$ cat config.mk
export PLATFORM = sky130hd
export DESIGN_NAME = hack_cpu_sequencer
export DESIGN_NICKNAME = d
export VERILOG_FILES = /design/src/rtl/hack_seq_pkg.sv /design/src/rtl/hack_phase_counter.sv /design/src/rtl/hack_cpu_sequencer.sv
export SDC_FILE = /design/constraint.sdc
export NUM_CORES = 1
export LEC_CHECK = 0
export CAP_MARGIN = 10
export CORE_MARGIN = 1.5
export CORE_UTILIZATION = 35
export CTS_CLUSTER_DIAMETER = 60
export DETAILED_ROUTE_END_ITERATION = 7
export DONT_BUFFER_PORTS = 1
export PLACE_DENSITY = 0.49
export SKIP_CTS_REPAIR_TIMING = 1
export SLEW_MARGIN = 30
export SYNTH_ARGS = -nofsm -noshare
export SYNTH_HDL_FRONTEND = slang
export SYNTH_HIERARCHICAL = 1
export SYNTH_SLANG_ARGS = --single-unit
$ cat constraint.sdc
create_clock -name CLK_100MHz -period 6.9 [get_ports CLK_100MHz]
set_input_delay 0.69 -clock CLK_100MHz [delete_from_list [all_inputs] [get_ports CLK_100MHz]]
set_output_delay 0.69 -clock CLK_100MHz [all_outputs]
set_load 0.02 [all_outputs]
$ cat src/rtl/hack_seq_pkg.sv
// Shared types for the Hack CPU run-control sequencer: FSM states and command encoding.
package hack_seq_pkg;

    localparam int unsigned CNT_W = 32;
    localparam int unsigned CMD_W = 2;

    typedef enum logic [1:0] {
        RESET_HOLD = 2'd0,
        HALTED     = 2'd1,
        RUNNING    = 2'd2,
        STEPPING   = 2'd3
    } seq_state_e;

    localparam logic [CMD_W-1:0] CMD_RUN   = 2'd0;
    localparam logic [CMD_W-1:0] CMD_HALT  = 2'd1;
    localparam logic [CMD_W-1:0] CMD_STEP  = 2'd2;
    localparam logic [CMD_W-1:0] CMD_RESET = 2'd3;

endpackage

$ cat src/rtl/hack_phase_counter.sv
// CPU step phase counter: counts 0..DIV-1, decodes the CPU phase clock and the
// boundary (last cycle) and commit (phase rise) strobes.
module hack_phase_counter
    import hack_seq_pkg::*;
#(
    parameter int unsigned DIV = 20
) (
    input  logic             clk,
    input  logic             rst_n,
    input  logic             enable,
    input  logic             clear,
    output logic [CNT_W-1:0] CLK_COUNT,
    output logic             CLK_CPU,
    output logic             boundary_c,
    output logic             commit_c
);

    generate
        if (DIV < 4 || (DIV % 2) != 0) begin : g_bad_div
            $error("hack_phase_counter: DIV must be even and >= 4");
        end
    endgenerate

    localparam logic [CNT_W-1:0] LAST = CNT_W'(DIV - 1);
    localparam logic [CNT_W-1:0] HALF = CNT_W'(DIV / 2);

    logic [CNT_W-1:0] count_d;

    always_comb begin
        count_d = CLK_COUNT;
        if (clear) begin
            count_d = '0;
        end else if (enable) begin
            count_d = (CLK_COUNT == LAST) ? '0 : CLK_COUNT + CNT_W'(1);
        end
    end

    // Phase clock is registered from the next count so it tracks CLK_COUNT exactly.
    always_ff @(posedge clk) begin
        if (!rst_n) begin
            CLK_COUNT <= '0;
            CLK_CPU   <= 1'b0;
        end else begin
            CLK_COUNT <= count_d;
            CLK_CPU   <= (count_d >= HALF);
        end
    end

    assign boundary_c = enable && (CLK_COUNT == LAST);
    assign commit_c   = enable && (CLK_COUNT == HALF);

endmodule

$ cat src/rtl/hack_cpu_sequencer.sv
// Hack CPU run-control sequencer: reset hold, run/halt/step command handling, instruction count.
// Optional PC breakpoint halt is built when HACK_SEQ_BREAKPOINT_EN is defined.
module hack_cpu_sequencer
    import hack_seq_pkg::*;
#(
    parameter int unsigned DIV         = 20,
    parameter int unsigned RESET_STEPS = 2,
    parameter bit          AUTORUN     = 1'b0
) (
    input  logic             CLK_100MHz,
    input  logic             reset_n,
    input  logic             cmd_valid,
    output logic             cmd_ready,
    input  logic [CMD_W-1:0] cmd,
    input  logic [15:0]      pc,
    input  logic             bp_en,
    input  logic [15:0]      bp_addr,
    output logic             CLK_CPU,
    output logic [CNT_W-1:0] CLK_COUNT,
    output logic             cpu_reset,
    output logic             halted,
    output logic             step_done,
    output logic             bp_hit,
    output logic [CNT_W-1:0] instr_count
);

    localparam int unsigned STEPS_EFF = (RESET_STEPS < 1) ? 1 : RESET_STEPS;
    localparam int unsigned STEP_W    = $clog2(STEPS_EFF + 1);

    seq_state_e        state_q, state_d;
    logic [STEP_W-1:0] steps_q, steps_d;
    logic              pend_halt_q, pend_halt_d;
    logic              pend_reset_q, pend_reset_d;
    logic              step_done_d, bp_hit_d;
    logic [CNT_W-1:0]  instr_count_d;
    logic              accept, boundary_c, commit_c, bp_match_c;

    hack_phase_counter #(.DIV(DIV)) u_phase (
        .clk       (CLK_100MHz),
        .rst_n     (reset_n),
        .enable    (state_q != HALTED),
        .clear     (state_d != state_q),
        .CLK_COUNT (CLK_COUNT),
        .CLK_CPU   (CLK_CPU),
        .boundary_c(boundary_c),
        .commit_c  (commit_c)
    );

`ifdef HACK_SEQ_BREAKPOINT_EN
    assign bp_match_c = bp_en && (pc == bp_addr);
`else
    logic unused_bp;
    assign unused_bp  = ^{bp_en, bp_addr, pc};
    assign bp_match_c = 1'b0;
`endif

    assign accept = cmd_valid && cmd_ready;

    always_comb begin
        state_d       = state_q;
        steps_d       = steps_q;
        pend_halt_d   = pend_halt_q;
        pend_reset_d  = pend_reset_q;
        step_done_d   = 1'b0;
        bp_hit_d      = 1'b0;
        instr_count_d = instr_count;
        if (commit_c && !cpu_reset) begin
            instr_count_d = instr_count + CNT_W'(1);
        end
        unique case (state_q)
            RESET_HOLD: begin
                if (boundary_c) begin
                    if (steps_q == STEP_W'(STEPS_EFF - 1)) begin
                        steps_d = '0;
                        state_d = AUTORUN ? RUNNING : HALTED;
                    end else begin
                        steps_d = steps_q + STEP_W'(1);
                    end
                end
            end
            HALTED: begin
                if (accept) begin
                    unique case (cmd)
                        CMD_RUN:   state_d = RUNNING;
                        CMD_STEP:  state_d = STEPPING;
                        CMD_RESET: state_d = RESET_HOLD;
                        default:   state_d = HALTED;
                    endcase
                end
            end
            RUNNING: begin
                // A request accepted on the boundary cycle itself takes effect at that boundary.
                if (accept && cmd == CMD_HALT)  pend_halt_d  = 1'b1;
                if (accept && cmd == CMD_RESET) pend_reset_d = 1'b1;
                if (boundary_c) begin
                    bp_hit_d = bp_match_c;
                    if (pend_reset_d) begin
                        state_d = RESET_HOLD;
                    end else if (pend_halt_d || bp_match_c) begin
                        state_d = HALTED;
                    end
                end
                if (state_d != RUNNING) begin
                    pend_halt_d  = 1'b0;
                    pend_reset_d = 1'b0;
                end
            end
            STEPPING: begin
                if (boundary_c) begin
                    state_d     = HALTED;
                    step_done_d = 1'b1;
                end
            end
            default: state_d = RESET_HOLD;
        endcase
        if (state_d == RESET_HOLD && state_q != RESET_HOLD) begin
            instr_count_d = '0;
            steps_d       = '0;
        end
    end

    always_ff @(posedge CLK_100MHz) begin
        if (!reset_n) begin
            state_q      <= RESET_HOLD;
            steps_q      <= '0;
            pend_halt_q  <= 1'b0;
            pend_reset_q <= 1'b0;
            cmd_ready    <= 1'b0;
            cpu_reset    <= 1'b1;
            halted       <= 1'b0;
            step_done    <= 1'b0;
            bp_hit       <= 1'b0;
            instr_count  <= '0;
        end else begin
            state_q      <= state_d;
            steps_q      <= steps_d;
            pend_halt_q  <= pend_halt_d;
            pend_reset_q <= pend_reset_d;
            cmd_ready    <= (state_d == HALTED) ||
                            (state_d == RUNNING && !pend_halt_d && !pend_reset_d);
            cpu_reset    <= (state_d == RESET_HOLD);
            halted       <= (state_d == HALTED);
            step_done    <= step_done_d;
            bp_hit       <= bp_hit_d;
            instr_count  <= instr_count_d;
        end
    end

endmodule

==> implementation parameters <==
Parameter                              Value

Status
  Status ... completed

Critical path
  Worst Setup Path Type ... reg -> reg
  CP max FO ... 33
  Startpoint of the worst register-to-register path ... u_phase/CLK_COUNT[18]$_SDFF_PN0_
  Required @ worst endpoint ... 7.10 ns
  Endpoint arrival time on the critical path ... 3.96 ns
  Type of element launching the critical path ... register
  Kind of end point of the critical path ... register
  End of the worst register-to-register path ... u_phase/CLK_CPU$_SDFF_PN0_
  Worst reg-to-reg setup slack ... 3.14 ns
  Worst Reg2Reg Path Length in Cells ... 11

CTS
  Later-pin clock latency in the skew report ... 0.35 ns
  Sinks on Clock Net ... 75
  CTS tree ... built
  Clk buf depth ... 2
  Count of H-tree levels built during CTS ... 3
  Clock Tree Root ... sky130_fd_sc_hd__clkbuf_16
  Number of CTS-inserted buffers ... 9
  Clock slew seen by the registers of the worst setup and hold paths ... 0.06 ns

Global routing
  Vias in the first global route ... 3,370
  Aggregate global routing overflow ... 0
  Initial antenna violation count ... 0
  Total routing resource utilization after global routing ... 17.2%
  First-pass GRT wire length ... 17.6 mm
  Pin count of the biggest net entering global routing ... 37

Worst hold path
  Hold path depth ... 1
  Min-delay worst type ... in -> reg
  Hold Path Origin ... reset_n
  Hold endpoint ... cpu_reset$_SDFF_PN1_

Place
  Gp weighted congestion ... 0.834
  Sum of net half-perimeters after detailed placement ... 7.53 mm
  I/O Buffers ... 0

Cells and area
  Share of cells above drive strength 1 ... 8.81%
  Area growth from synthesis to layout ... 7.67%
  Leading cell type in the layout, fill and taps excluded ... sky130_fd_sc_hd__dfxtp_1
  Top library cells by usage in the layout, fill and taps aside ... sky130_fd_sc_hd__dfxtp_1, sky130_fd_sc_hd__nor2_1, sky130_fd_sc_hd__nand2_1
  Number of inserted diodes ... 0
  Layout Nets ... 529

Drt
  Detailed-route vias per instance ... 5.67
  Final wirelength ... 10.7 mm
  Count of routing violations after the opening detailed-route iteration ... 194
  Vias after detailed routing ... 3,600
  Final routed wire length divided by cell count ... 16.8 microns
  Detailed-route DRC error count ... 0
  Remaining antenna violation count after routing ... 0
  Detailed Routing Iterations Pass 1 ... 4

Synth
  Sequential-to-total area share from yosys stat ... 35.1%
  Warnings, synthesis ... 6
  Mean instance size in the synthesized netlist ... 8.50 sq um
  Number of distinct standard cells referenced by the synthesized netlist ... 64
  Number of standard cells after synthesis ... 503
  Total standard cell area after synthesis ... 0.00428 sq mm
  Asr flop ratio synth ... 0%
  Net count after synthesis ... 549
  Flop and latch count out of synthesis ... 75
  Number of enable flip-flop cells after synthesis ... 0
  Main flop type after synthesis ... sky130_fd_sc_hd__dfxtp_1

STA
  Share of the clock period used by the worst path after layout ... 54.5%
  Relative slew slack ... 49.4%
  Hold Violations, Final ... 0
  Total Neg Setup Slack ... 0 ns
  Maximum clock frequency ... 266 MHz
  Setup skew after layout ... 0.00645 ns
  Final setup vio count ... 0
  Unrepaired setup endpoints after global routing ... no
  Slew at the pin closest to its max-slew limit ... 0.753 ns
  Post-layout minimum cycle time ... 3.76 ns
  Final Slew Violations ... 0

Pwr
  Power Total ... 0.000978 W
  Standby leakage power ... 1.50 nW
  Peak supply drop ... 0.000127 V
  Total power density per cell area ... 213 mW/mm^2

Floorplanning
  Die footprint ... 0.0129 sq mm
  Die H ... 114 microns
  Count of boundary I/O pins ... 108
  Die X-Extent ... 114 microns
  Cell row count ... 40
  Initial cell density of the core ... 35.7%
  Core area ... 0.0120 sq mm

Run
  Max-cap check violation count ... 0
-- worst max-delay path: stages, from the launching register on --
cell and delay, ns:
sky130_fd_sc_hd__dfxtp_1 0.42, sky130_fd_sc_hd__or2_2 0.36, sky130_fd_sc_hd__nor4_1 0.26, sky130_fd_sc_hd__nand3_1 0.22, sky130_fd_sc_hd__nor4_2 0.54, sky130_fd_sc_hd__nand2_1 0.19
sky130_fd_sc_hd__o31ai_1 0.55, sky130_fd_sc_hd__a22oi_1 0.26, sky130_fd_sc_hd__o211ai_1 0.24, sky130_fd_sc_hd__or3b_1 0.14, sky130_fd_sc_hd__buf_4 0.33, sky130_fd_sc_hd__a31oi_1 0.10
-- cell families (layout without fill, tap and decap cells) --
logic type	count (synthesis)	count (layout)	share of synthesized area, %
buf+inv	44	29	5.97
fa+ha+maj	8	8	2.34
xor+xnor	53	53	10.9
compound gates	71	71	12.4
flops	75	75	35.1
simple gates	246	246	32.0
other cells	1	1	0.0877
mux	5	5	1.17
-- worst max path at each step --
stage | from | cells after the start | endpoint
detailed placement | u_phase/CLK_COUNT[16]$_SDFF_PN0_ | 11 | u_phase/CLK_CPU$_SDFF_PN0_
global route | u_phase/CLK_COUNT[16]$_SDFF_PN0_ | 11 | u_phase/CLK_COUNT[1]$_SDFF_PN0_
finish | u_phase/CLK_COUNT[18]$_SDFF_PN0_ | 11 | u_phase/CLK_CPU$_SDFF_PN0_
floorplan | u_phase/CLK_COUNT[16]$_SDFF_PN0_ | 13 | u_phase/CLK_COUNT[29]$_SDFF_PN0_
global placement | u_phase/CLK_COUNT[16]$_SDFF_PN0_ | 11 | u_phase/CLK_CPU$_SDFF_PN0_
CTS | u_phase/CLK_COUNT[16]$_SDFF_PN0_ | 11 | u_phase/CLK_CPU$_SDFF_PN0_
-- sequential cells by signal, summed over array words and instances (netlist names) --
name and count:
u_phase/CLK_COUNT 32, state_q 2, step_done 1, halted 1, pend_reset_q 1, pend_halt_q 1
cmd_ready 1, instr_count 32, steps_q 2, u_phase/CLK_CPU 1, cpu_reset 1
-- report_power, final --
group / internal [W] / switching, W
logic: 0.00000593 / 0.0000132
registers: 0.000435 / 0.00000550
clock network: 0.000334 / 0.000185
total: 0.000775 / 0.000204
-- area by class of cell --
cell class              instances  area [sq um]
multi-input cells             384          2530
flip-flops and latches         75          1500
fillers                      1219          7360
clock buffers                  11           253
well taps                     147           184
clock inverters                 5          75.1
repair buffers                  3          22.5
inverters                      10          37.5
-- cells in the mapped netlist (5+ instances only) --
cell type	n	area, sq um
sky130_fd_sc_hd__nand3_1	29	145
sky130_fd_sc_hd__o21ai_0	7	35.0
sky130_fd_sc_hd__and2_1	5	31.3
sky130_fd_sc_hd__nand2_1	32	120
sky130_fd_sc_hd__or4_1	14	105
sky130_fd_sc_hd__nor3_1	27	135
sky130_fd_sc_hd__o31ai_1	17	128
sky130_fd_sc_hd__buf_6	6	67.6
sky130_fd_sc_hd__xnor2_1	26	228
sky130_fd_sc_hd__a211oi_1	18	135
sky130_fd_sc_hd__nor2_1	60	225
sky130_fd_sc_hd__clkbuf_2	5	25.0
sky130_fd_sc_hd__nand4_1	20	125
sky130_fd_sc_hd__clkbuf_1	8	30.0
sky130_fd_sc_hd__inv_1	9	33.8
sky130_fd_sc_hd__buf_2	10	50.1
sky130_fd_sc_hd__and3_1	7	43.8
sky130_fd_sc_hd__xor2_1	27	236
sky130_fd_sc_hd__ha_1	8	100
sky130_fd_sc_hd__nor4_1	11	68.8
sky130_fd_sc_hd__mux2i_1	5	50.1
sky130_fd_sc_hd__dfxtp_1	75	1500
sky130_fd_sc_hd__and4_1	5	43.8
sky130_fd_sc_hd__or3_1	5	31.3
sky130_fd_sc_hd__a21oi_1	6	30.0
-- per-stage QoR --
stage	util, %	cells	hold slack (ns)	worst slack [ns]	instance area (sq um)
after floorplan	-	503	0.420	3.86	4280
after global placement	35.7	619	0.431	3.11	4280
after detailed placement	35.7	619	0.451	3.07	4280
after CTS	38.5	635	0.439	3.07	4600
after global routing	38.5	635	0.441	2.80	4600
final	38.5	635	0.441	3.14	4600
-- metal layers --
metal | routed length [microns] | GRT usage, %
met2 | 4810 | 26.3
met5 | 0 | 0
met4 | 129 | 5.00
met1 | 5000 | 22.4
met3 | 755 | 6.75
Note: power is estimated with default switching activity, not from simulation.
